## config.mk

```make
export PLATFORM = sky130hd
export DESIGN_NAME = game_sequencer
export DESIGN_NICKNAME = d
export VERILOG_FILES = /design/src/rtl/game_sequencer.sv
export SDC_FILE = /design/constraint.sdc
export NUM_CORES = 1
export LEC_CHECK = 0
export CAP_MARGIN = 5
export CORE_ASPECT_RATIO = 0.6
export CORE_MARGIN = 2
export CORE_UTILIZATION = 49
export DETAILED_ROUTE_END_ITERATION = 6
export GPL_ROUTABILITY_DRIVEN = 0
export PLACE_DENSITY = 0.75
export SLEW_MARGIN = 25
export SYNTH_ARGS = -nofsm -noshare
export SYNTH_HDL_FRONTEND = slang
export SYNTH_SLANG_ARGS = --single-unit
```

## constraint.sdc

```tcl
create_clock -name clk_i -period 2.1 [get_ports clk_i]
set_input_delay 0.315 -clock clk_i [delete_from_list [all_inputs] [get_ports clk_i]]
set_output_delay 0.315 -clock clk_i [all_outputs]
set_load 0.005 [all_outputs]
```

## src/rtl/game_sequencer.sv

```systemverilog
// -----------------------------------------------------------------------------
// game_sequencer
// Round sequencer for the tug-of-war game. Walks each round through
// reset-hold, wait-for-start, random dark delay, reaction play and speed display.
// It drives the LED mux select code, the reaction-time display value and the
// scorer push/clear strobes.
//
// Optional build macro: FAKE_ROUND_EN adds a fake-flash state. When the dark
// delay expires with rand_i[1:0] == 2'b00, the sequencer shows code 100 for
// FAKE_TICKS ticks and then returns to another dark delay.
//
// Ports
//   clk_i          system clock
//   rst_i          synchronous active-high reset
//   tick_i         1-cycle timebase strobe (1 ms)
//   pb_l_i         left press, 1-cycle debounced pulse
//   pb_r_i         right press, 1-cycle debounced pulse
//   rand_i[7:0]    free-running pseudo-random value
//   winrnd_i       scorer level: a player has reached the end of the rope
//   led_control_o  LED mux select (registered)
//   speed_led_o    reaction time in ticks, saturating at 127 (registered)
//   score_en_o     1-cycle pulse: count one push for push_side_o
//   push_side_o    0 = left, 1 = right; valid with score_en_o / false_start_o
//   false_start_o  1-cycle pulse: press before the lights came on
//   round_clr_o    scorer clear level, high only while in the reset state
// -----------------------------------------------------------------------------
module game_sequencer #(
    parameter int unsigned RESET_HOLD = 50,
    parameter int unsigned DARK_MIN   = 200,
    parameter int unsigned SPEED_HOLD = 100,
    parameter int unsigned FAKE_TICKS = 30
) (
    input  logic       clk_i,
    input  logic       rst_i,
    input  logic       tick_i,
    input  logic       pb_l_i,
    input  logic       pb_r_i,
    input  logic [7:0] rand_i,
    input  logic       winrnd_i,
    output logic [2:0] led_control_o,
    output logic [6:0] speed_led_o,
    output logic       score_en_o,
    output logic       push_side_o,
    output logic       false_start_o,
    output logic       round_clr_o
);

    typedef enum logic [2:0] {
        S_RESET = 3'd0,
        S_WAIT  = 3'd1,
        S_DARK  = 3'd2,
        S_PLAY  = 3'd3,
        S_SPEED = 3'd4,
        S_DONE  = 3'd5
`ifdef FAKE_ROUND_EN
        ,
        S_FAKE  = 3'd6
`endif
    } state_t;

    localparam logic [15:0] RESET_LD = 16'(RESET_HOLD);
    localparam logic [15:0] DARK_LD  = 16'(DARK_MIN);
    localparam logic [15:0] SPEED_LD = 16'(SPEED_HOLD);
`ifdef FAKE_ROUND_EN
    localparam logic [15:0] FAKE_LD  = 16'(FAKE_TICKS);
`endif

    // Display code for a state. Unused codes 101 and 111 never appear.
    function automatic logic [2:0] led_code(input state_t s);
        case (s)
            S_RESET: led_code = 3'b001;
            S_WAIT:  led_code = 3'b010;
            S_DARK:  led_code = 3'b000;
            S_PLAY:  led_code = 3'b011;
            S_SPEED: led_code = 3'b110;
            S_DONE:  led_code = 3'b011;
`ifdef FAKE_ROUND_EN
            S_FAKE:  led_code = 3'b100;
`endif
            default: led_code = 3'b001;
        endcase
    endfunction

    state_t      state_q, state_d;
    logic [15:0] timer_q, timer_d;
    logic [6:0]  react_q, react_d;
    logic [2:0]  led_q, led_d;
    logic [6:0]  speed_q, speed_d;
    logic        score_q, score_d;
    logic        push_q, push_d;
    logic        fs_q, fs_d;
    logic        clr_q, clr_d;

    logic        press_s;
    logic        both_s;
    logic        timer_zero_s;
    logic [15:0] dark_ld_s;

    assign press_s      = pb_l_i | pb_r_i;
    assign both_s       = pb_l_i & pb_r_i;
    assign timer_zero_s = (timer_q == 16'd0);
    assign dark_ld_s    = DARK_LD + {8'd0, rand_i};

    // Next-state and next-output logic; state loads override the tick decrement.
    always_comb begin
        state_d = state_q;
        speed_d = speed_q;
        push_d  = push_q;
        score_d = 1'b0;
        fs_d    = 1'b0;
        if (tick_i && !timer_zero_s) begin
            timer_d = timer_q - 16'd1;
        end else begin
            timer_d = timer_q;
        end
        if (tick_i && (react_q != 7'd127)) begin
            react_d = react_q + 7'd1;
        end else begin
            react_d = react_q;
        end

        case (state_q)
            S_RESET: begin
                if (timer_zero_s) begin
                    state_d = S_WAIT;
                end else begin
                    state_d = S_RESET;
                end
            end
            S_WAIT: begin
                if (press_s) begin
                    state_d = S_DARK;
                    timer_d = dark_ld_s;
                end else begin
                    state_d = S_WAIT;
                end
            end
            S_DARK: begin
                // A press beats an expiring timer in the same cycle.
                if (press_s) begin
                    fs_d    = 1'b1;
                    push_d  = ~pb_l_i;
                    state_d = S_WAIT;
                end else if (timer_zero_s) begin
`ifdef FAKE_ROUND_EN
                    if (rand_i[1:0] == 2'b00) begin
                        state_d = S_FAKE;
                        timer_d = FAKE_LD;
                    end else begin
                        state_d = S_PLAY;
                        react_d = 7'd0;
                    end
`else
                    state_d = S_PLAY;
                    react_d = 7'd0;
`endif
                end else begin
                    state_d = S_DARK;
                end
            end
            S_PLAY: begin
                // The latched time is the count before this cycle's tick.
                if (press_s) begin
                    speed_d = react_q;
                    state_d = S_SPEED;
                    timer_d = SPEED_LD;
                    if (!both_s) begin
                        score_d = 1'b1;
                        push_d  = pb_r_i;
                    end else begin
                        score_d = 1'b0;
                    end
                end else begin
                    state_d = S_PLAY;
                end
            end
            S_SPEED: begin
                if (timer_zero_s) begin
                    if (winrnd_i) begin
                        state_d = S_DONE;
                    end else begin
                        state_d = S_DARK;
                        timer_d = dark_ld_s;
                    end
                end else begin
                    state_d = S_SPEED;
                end
            end
            S_DONE: begin
                state_d = S_DONE;
            end
`ifdef FAKE_ROUND_EN
            S_FAKE: begin
                if (press_s) begin
                    fs_d    = 1'b1;
                    push_d  = ~pb_l_i;
                    state_d = S_WAIT;
                end else if (timer_zero_s) begin
                    state_d = S_DARK;
                    timer_d = dark_ld_s;
                end else begin
                    state_d = S_FAKE;
                end
            end
`endif
            default: begin
                state_d = S_RESET;
                timer_d = RESET_LD;
            end
        endcase

        led_d = led_code(state_d);
        clr_d = (state_d == S_RESET);
    end

    // State, timer, reaction counter and registered outputs.
    always_ff @(posedge clk_i) begin
        if (rst_i) begin
            state_q <= S_RESET;
            timer_q <= RESET_LD;
            react_q <= 7'd0;
            led_q   <= 3'b001;
            speed_q <= 7'd0;
            score_q <= 1'b0;
            push_q  <= 1'b0;
            fs_q    <= 1'b0;
            clr_q   <= 1'b1;
        end else begin
            state_q <= state_d;
            timer_q <= timer_d;
            react_q <= react_d;
            led_q   <= led_d;
            speed_q <= speed_d;
            score_q <= score_d;
            push_q  <= push_d;
            fs_q    <= fs_d;
            clr_q   <= clr_d;
        end
    end

    assign led_control_o = led_q;
    assign speed_led_o   = speed_q;
    assign score_en_o    = score_q;
    assign push_side_o   = push_q;
    assign false_start_o = fs_q;
    assign round_clr_o   = clr_q;

endmodule
```

==> summary.txt, run 1 <==
outcome -> finished, final reports clean
Yosys warning count -> 0
Netlist Area Pre-Place -> 2030 sq um
power density over cell area -> 670 nW/um^2
DIE AREA -> 4700 sq um
switching pwr -> 0.384 mW
final worst-path cycle share -> 95.3%
Pleak -> 1.03 nW
Worst VDD drop -> 417 uV
Core Rows -> 18
Finish-stage setup viols -> 0
vias after detailed routing -> 2014
proportion of power drawn by the clock network -> 47.6%
setup_tns -> 0 ps
CP cell instances -> inv_2 > ha_4 > nor4b_4 > buf_6 > nand4_4 > o21ba_4 > buf_4 > o21ai_2 > buf_4 > nor2_1
TritonCTS clock tree -> yes
CTS Buf Count -> 5
fmax -> 500 MHz
top cells by area, synth -> dfxtp_1 39%, xor2_1 6.9%, nor2_1 5.9%, nand2_1 5.0%, a21oi_1 4.2%
synthesized flop and latch total -> 40
fillers -> 351
worst reg-to-reg path cell count -> 10
Starting Density -> 50.2%
H-tree Lvls -> 2
vias per cell -> 5.77
Least-Margin Pin Slew -> 536 ps
vias in the first global route -> 1751
WL met3 -> 363 um
Critical Path Source Type -> flip-flop
syn_nets -> 259
I/O pins -> 28
total congestion overflow -> 0
XOR/XNOR Fraction of Synth Area -> 8.61%
first-pass GRT wire length -> 8.54 mm
arrival time worst endpoint -> 2190 ps
Slowest cell on crit path -> dfxtp_1
fraction of registers with async set/reset -> 0%
WL/cell -> 15.4 um
Max clock buf depth -> 2
Post-Synth Adder-Cell Area -> 2.46%
Ant. Diodes -> 0
final WL -> 5.37 mm
Crit. path cell count -> 10
Final Hold Vio Count -> 0
DRC viols -> 0
Main synth FF type -> dfxtp_1
CP Buf/Inv Count -> 4
min-delay worst type -> reg -> reg
pin count of the biggest net entering global routing -> 14
clock sink total -> 40
Synth Area in Simple Gates -> 29.0%
Crit Path Class -> reg -> reg
die height -> 53.9 um
commonest non-fill, non-tap cell in the layout -> dfxtp_1
drt first pass iters -> 5
mux cell area share after synthesis -> 0.492%
switch share -> 20.9%
most frequent cells in the layout -> 39 x dfxtp_1, 32 x nor2_1, 30 x buf_4
Yosys top cell by area -> dfxtp_1
metal2 WL -> 2.18 mm
Pint -> 1.46 mW
largest family of logic cells by synthesized area -> simple AND/OR/NAND/NOR gates
Reg area -> 802 sq um
drt initial violations -> 187
Seq/Total Area, Yosys -> 39.4%
Die X -> 87.2 um
sequential share of power -> 42.6%
total core area -> 4050 sq um
Final Max Slew Viols -> 0
Root Driver -> clkbuf_8
CTS clock-pin slew for the worst setup and hold paths -> 80 ps
clk_lat worst skew -> 300 ps
area occupied by multi-input gates -> 1200 sq um
crit path capture type -> flip-flop
final antenna-violating net count -> 0
Post-CTS Hold Fix Bufs -> 0
Post-synth EDFFs -> 0
hold path depth -> 2
share of layout cells above drive strength 1 -> 17.4%
GRT Util Overall -> 24.6%
CP dominant cell by count -> buf_4
skew final -> 5.69 ps
crit-path max FO -> 9
Routed met1 length -> 2.78 mm
final setup margin -> 99.1 ps
unrepaired setup endpoints after global routing -> no
synth unique cells -> 48
DP HPWL -> 3.97 mm
top sig layer -> met4
Cells after Synth -> 241
area delta synth->final -> 35.1%
compound-cell area share of the yosys netlist -> 17.3%
post-synth top area share -> 39.4%
Tmin final -> 2000 ps
power share of the combinational group -> 9.8%
max-cap violations -> 0
CP Data Required Time -> 2290 ps
non-filler cells, final -> 349
CP top delay family -> buffers and inverters
number of port buffers -> 27
relative max-transition margin -> 63.9%
dpl ws -> -58.5 ps
Placed Instances -> 339
syn_area_per_cell -> 8.44 sq um
initial antenna violation count -> 0
peak per-stage delay on the critical path -> 320 ps
fin nets -> 316
[cells by family (layout without fill, tap and decap cells)]
kind of cell    count (synthesis)  after routing
mux                             1              1
simple gates                  108            108
compound gates                 55             55
flops                          40             40
buf+inv                        13             71
fa+ha+maj                       4              4
xor+xnor                       20             20
[power groups by stage]
stage | Combinational, mW | Clock, mW | Sequential (mW)
3_5_place_dp | 0.166 | 0 | 0.802
2_1_floorplan | 0.0801 | 0 | 0.799
5_1_grt | 0.197 | 0.917 | 0.787
6_report | 0.181 | 0.877 | 0.785
3_3_place_gp | 0.163 | 0 | 0.801
4_1_cts | 0.171 | 0.885 | 0.784
[stage by stage]
stage	hold WS [ps]	cell area [sq um]	power, mW	util, %
after floorplan	437	2030	0.879	-
after global placement	444	2550	0.965	62.8
after detailed placement	447	2550	0.967	62.8
after CTS	459	2720	1.84	67.1
after global routing	485	2750	1.90	67.8
final	455	2750	1.84	67.8
[layout make-up]
class	instances	area share, %
multi-input combinational	188	43.7
sequential	40	29.2
timing repair buffer	58	18.4
clock inverter	3	3.28
clock buffer	5	2.50
tap	50	2.28
inverter	5	0.683
[layer usage]
layer / global-route usage (%) / vias up
met5: 0 / -
met4: 7.44 / 0
met3: 5.06 / 4
met2: 33.2 / 83
met1: 38.4 / 946
li1: - / 981
[worst paths after layout]
| check | endpoint | start | slack [ps] |
|---|---|---|---|
| max | timer_q[10]$_SDFF_PP0_ | timer_q[1]$_SDFF_PP1_ | 100 |
| min | speed_led_o[2]$_SDFFE_PP0P_ | speed_led_o[2]$_SDFFE_PP0P_ | 460 |
| max reg2reg | timer_q[10]$_SDFF_PP0_ | timer_q[1]$_SDFF_PP1_ | 100 |
| min reg2reg | speed_led_o[2]$_SDFFE_PP0P_ | speed_led_o[2]$_SDFFE_PP0P_ | 460 |
[sequential cells by signal (all words and copies together) (netlist names)]
register	cells
round_clr_o	1
push_side_o	1
led_control_o	3
false_start_o	1
speed_led_o	7
state_q	3
react_q	7
timer_q	16
score_en_o	1
[worst register-to-register path: stages, from the launching register on]
cell and delay (ps):
dfxtp_1 320, inv_2 80, ha_4 120, nor4b_4 190, buf_6 160, nand4_4 140
o21ba_4 260, buf_4 170, o21ai_2 200, buf_4 190, nor2_1 60
[synthesized netlist by cell type, drive strengths merged, types with 2 or more instances]
cell type  count
and4           2
o22ai          2
dfxtp         40
o21bai         2
or3            3
or4            3
a41oi          2
a221o          2
or2            3
nand4          6
clkbuf         5
nand2         27
a21o           4
buf            3
and2           2
o21ai         13
xor2          16
nor3          10
a31oi          2
o211ai         2
xnor2          4
inv            5
a21oi         17
nand2b         3
o31ai          2
nor4           5
nand4b         3
nand3          5
nor2          32
ha             4
[timing repair]
item                                    in CTS  in global routing
hold endpoints to repair                     0                  0
gates resized for setup                      2                  6
endpoints found under the setup margin       1                 11
buffers inserted                             1                  1
pin swaps                                    1                  4
(Power assumes the default switching activity.)
==> inputs of run 2 (changes only) <==
--- a/config.mk
+++ b/config.mk
@@ -5,7 +5,7 @@
 export SDC_FILE = /design/constraint.sdc
 export NUM_CORES = 1
 export LEC_CHECK = 0
-export CAP_MARGIN = 5
+export CAP_MARGIN = 25
 export CORE_ASPECT_RATIO = 0.6
 export CORE_MARGIN = 2
 export CORE_UTILIZATION = 49
==> results of run 2 <==
Same layout as run 1: the final DEF is identical, and so are final timing and power.
==> inputs of run 3 (changes only) <==
--- a/config.mk
+++ b/config.mk
@@ -11,6 +11,7 @@
 export CORE_UTILIZATION = 49
 export DETAILED_ROUTE_END_ITERATION = 6
 export GPL_ROUTABILITY_DRIVEN = 0
+export GPL_TIMING_DRIVEN = 0
 export PLACE_DENSITY = 0.75
 export SLEW_MARGIN = 25
 export SYNTH_ARGS = -nofsm -noshare
==> summary.txt, run 3 (synthesized netlist as in run 1, its figures left out) <==
share of layout cells above drive strength 1 -> 13.8%
Final Hold Vio Count -> 0
Finish-stage setup viols -> 0
final antenna-violating net count -> 0
Ant. Diodes -> 0
Top Usage Layer GRT -> met1
clk_lat worst skew -> 300 ps
CTS Buf Count -> 5
outcome -> finished, final reports clean
Post-DP Area -> 2360 sq um
Critical Path Source Type -> input pin
CP Data Required Time -> 2340 ps
clock sink total -> 40
Least-Margin Pin Slew -> 648 ps
final setup margin -> 34.2 ps
Placed Instances -> 317
dpl ws -> -267 ps
Crit Path Class -> in -> reg
Tmin final -> 2070 ps
post-route cell area -> 2580 sq um
first-pass GRT wire length -> 8.07 mm
met3 usage -> 5.06%
GRT Util Overall -> 23.0%
most frequent cells in the layout -> 37 x dfxtp_1, 32 x nor2_1, 27 x nand2_1
CTS clock-pin slew for the worst setup and hold paths -> 80 ps
fin nets -> 300
GR Util met2 -> 31.0%
die height -> 53.9 um
DP HPWL -> 3.64 mm
area delta synth->final -> 26.9%
Starting Density -> 50.2%
Slowest cell on crit path -> clkdlybuf4s50_1
crit-path max FO -> 6
DIE AREA -> 4700 sq um
CP cell instances -> clkdlybuf4s50_1 > or3b_4 > or2_2 > or4_1 > o211ai_1 > a21o_1
most flop-heavy register -> timer_q
commonest non-fill, non-tap cell in the layout -> dfxtp_1
Pleak -> 0.905 nW
total congestion overflow -> 0
total core area -> 4050 sq um
drt initial violations -> 166
Die X -> 87.2 um
Root Driver -> clkbuf_8
initial antenna violation count -> 0
Final Max Slew Viols -> 0
vias in the first global route -> 1635
crit path capture type -> flip-flop
unrepaired setup endpoints after global routing -> yes
H-tree Lvls -> 2
max FFs per register -> 16
number of port buffers -> 26
TritonCTS clock tree -> yes
Max clock buf depth -> 2
skew final -> 5.65 ps
non-filler cells, final -> 333
vias after detailed routing -> 1919
drt first pass iters -> 4
arrival time worst endpoint -> 2310 ps
final WL -> 5.08 mm
Core Rows -> 18
vias per cell -> 5.76
fmax -> 484 MHz
final worst-path cycle share -> 98.4%
I/O pins -> 28
total chip power -> 1.48 mW
relative max-transition margin -> 56.6%
Worst VDD drop -> 370 uV
global routing met1 resource utilization -> 36.1%
power density over cell area -> 572 nW/um^2
max-cap violations -> 0
peak per-stage delay on the critical path -> 580 ps
hold slack final -> 458 ps
pin count of the biggest net entering global routing -> 13
DRC viols -> 0
WL/cell -> 15.3 um
min-delay worst type -> reg -> reg
run 3: changes by cell type in the layout (fill, tap and decap cells not counted), moves of 2 or more:
cell / delta
buf_1: +2
buf_4: -23
bufinv_16: -3
clkbuf_1: +5
clkinv_2: +2
dfxtp_1: -2
nor3_1: -2
nor3_2: +2
or3_1: -2
or3_4: +2
run 3: final cells by class:
| cell class | instances | area, sq um |
|---|---|---|
| multi-input combinational | 188 | 1240 |
| clock inverter | 2 | 10.0 |
| clock buffer | 6 | 82.6 |
| tap | 50 | 62.6 |
| fill | 350 | 1470 |
| sequential | 40 | 807 |
| inverter | 5 | 21.3 |
| buffer | 7 | 26.3 |
| timing repair buffer | 35 | 335 |
run 3: power breakdown:
| group | switching (mW) | total (mW) | internal [mW] | leakage [nW] |
|---|---|---|---|---|
| Sequential | 0.0170 | 0.787 | 0.770 | 0.324 |
| Combinational | 0.0806 | 0.155 | 0.0742 | 0.530 |
| Clock | 0.273 | 0.536 | 0.262 | 0.0510 |
| Total | 0.371 | 1.48 | 1.11 | 0.905 |
run 3: repair_timing:
action / 4_1_cts / 5_1_grt
setup buffers: 5 / 4
gates cloned: 0 / 0
hold buffers: 0 / 0
gates resized for setup: 2 / 19
pin swaps: 2 / 8
setup endpoints to repair: 15 / 30
run 3: through the flow:
stage	utilization [%]	setup TNS, ps
after CTS	61.6	-67.1
after global placement	58.1	-4660
after global routing	63.7	-133
after floorplan	-	0
after detailed placement	58.1	-3180
final	63.7	0
run 3: path summary, 6_finish.rpt:
kind              slack [ps]                     endpoint                         from  depth (start not counted)
setup reg to reg          50        timer_q[8]$_SDFF_PP0_       timer_q[11]$_SDFF_PP0_                          6
hold / removal           460  speed_led_o[2]$_SDFFE_PP0P_  speed_led_o[2]$_SDFFE_PP0P_                          2
setup / recovery          30        timer_q[5]$_SDFF_PP1_                       tick_i                          6
hold reg to reg          460  speed_led_o[2]$_SDFFE_PP0P_  speed_led_o[2]$_SDFFE_PP0P_                          2
run 3: routing by layer:
metal	vias to the layer above	part of all wire, %
li1	946	-
met1	913	54
met2	52	40
met3	8	5.5
met4	0	1.1
met5	-	0
run 3: worst max-delay path, delay by kind of cell:
family / cells / cell delay [ps]
AO/OA/AOI/OAI: 2 / 240
buffers and inverters: 1 / 580
AND/OR/NAND/NOR: 3 / 1170
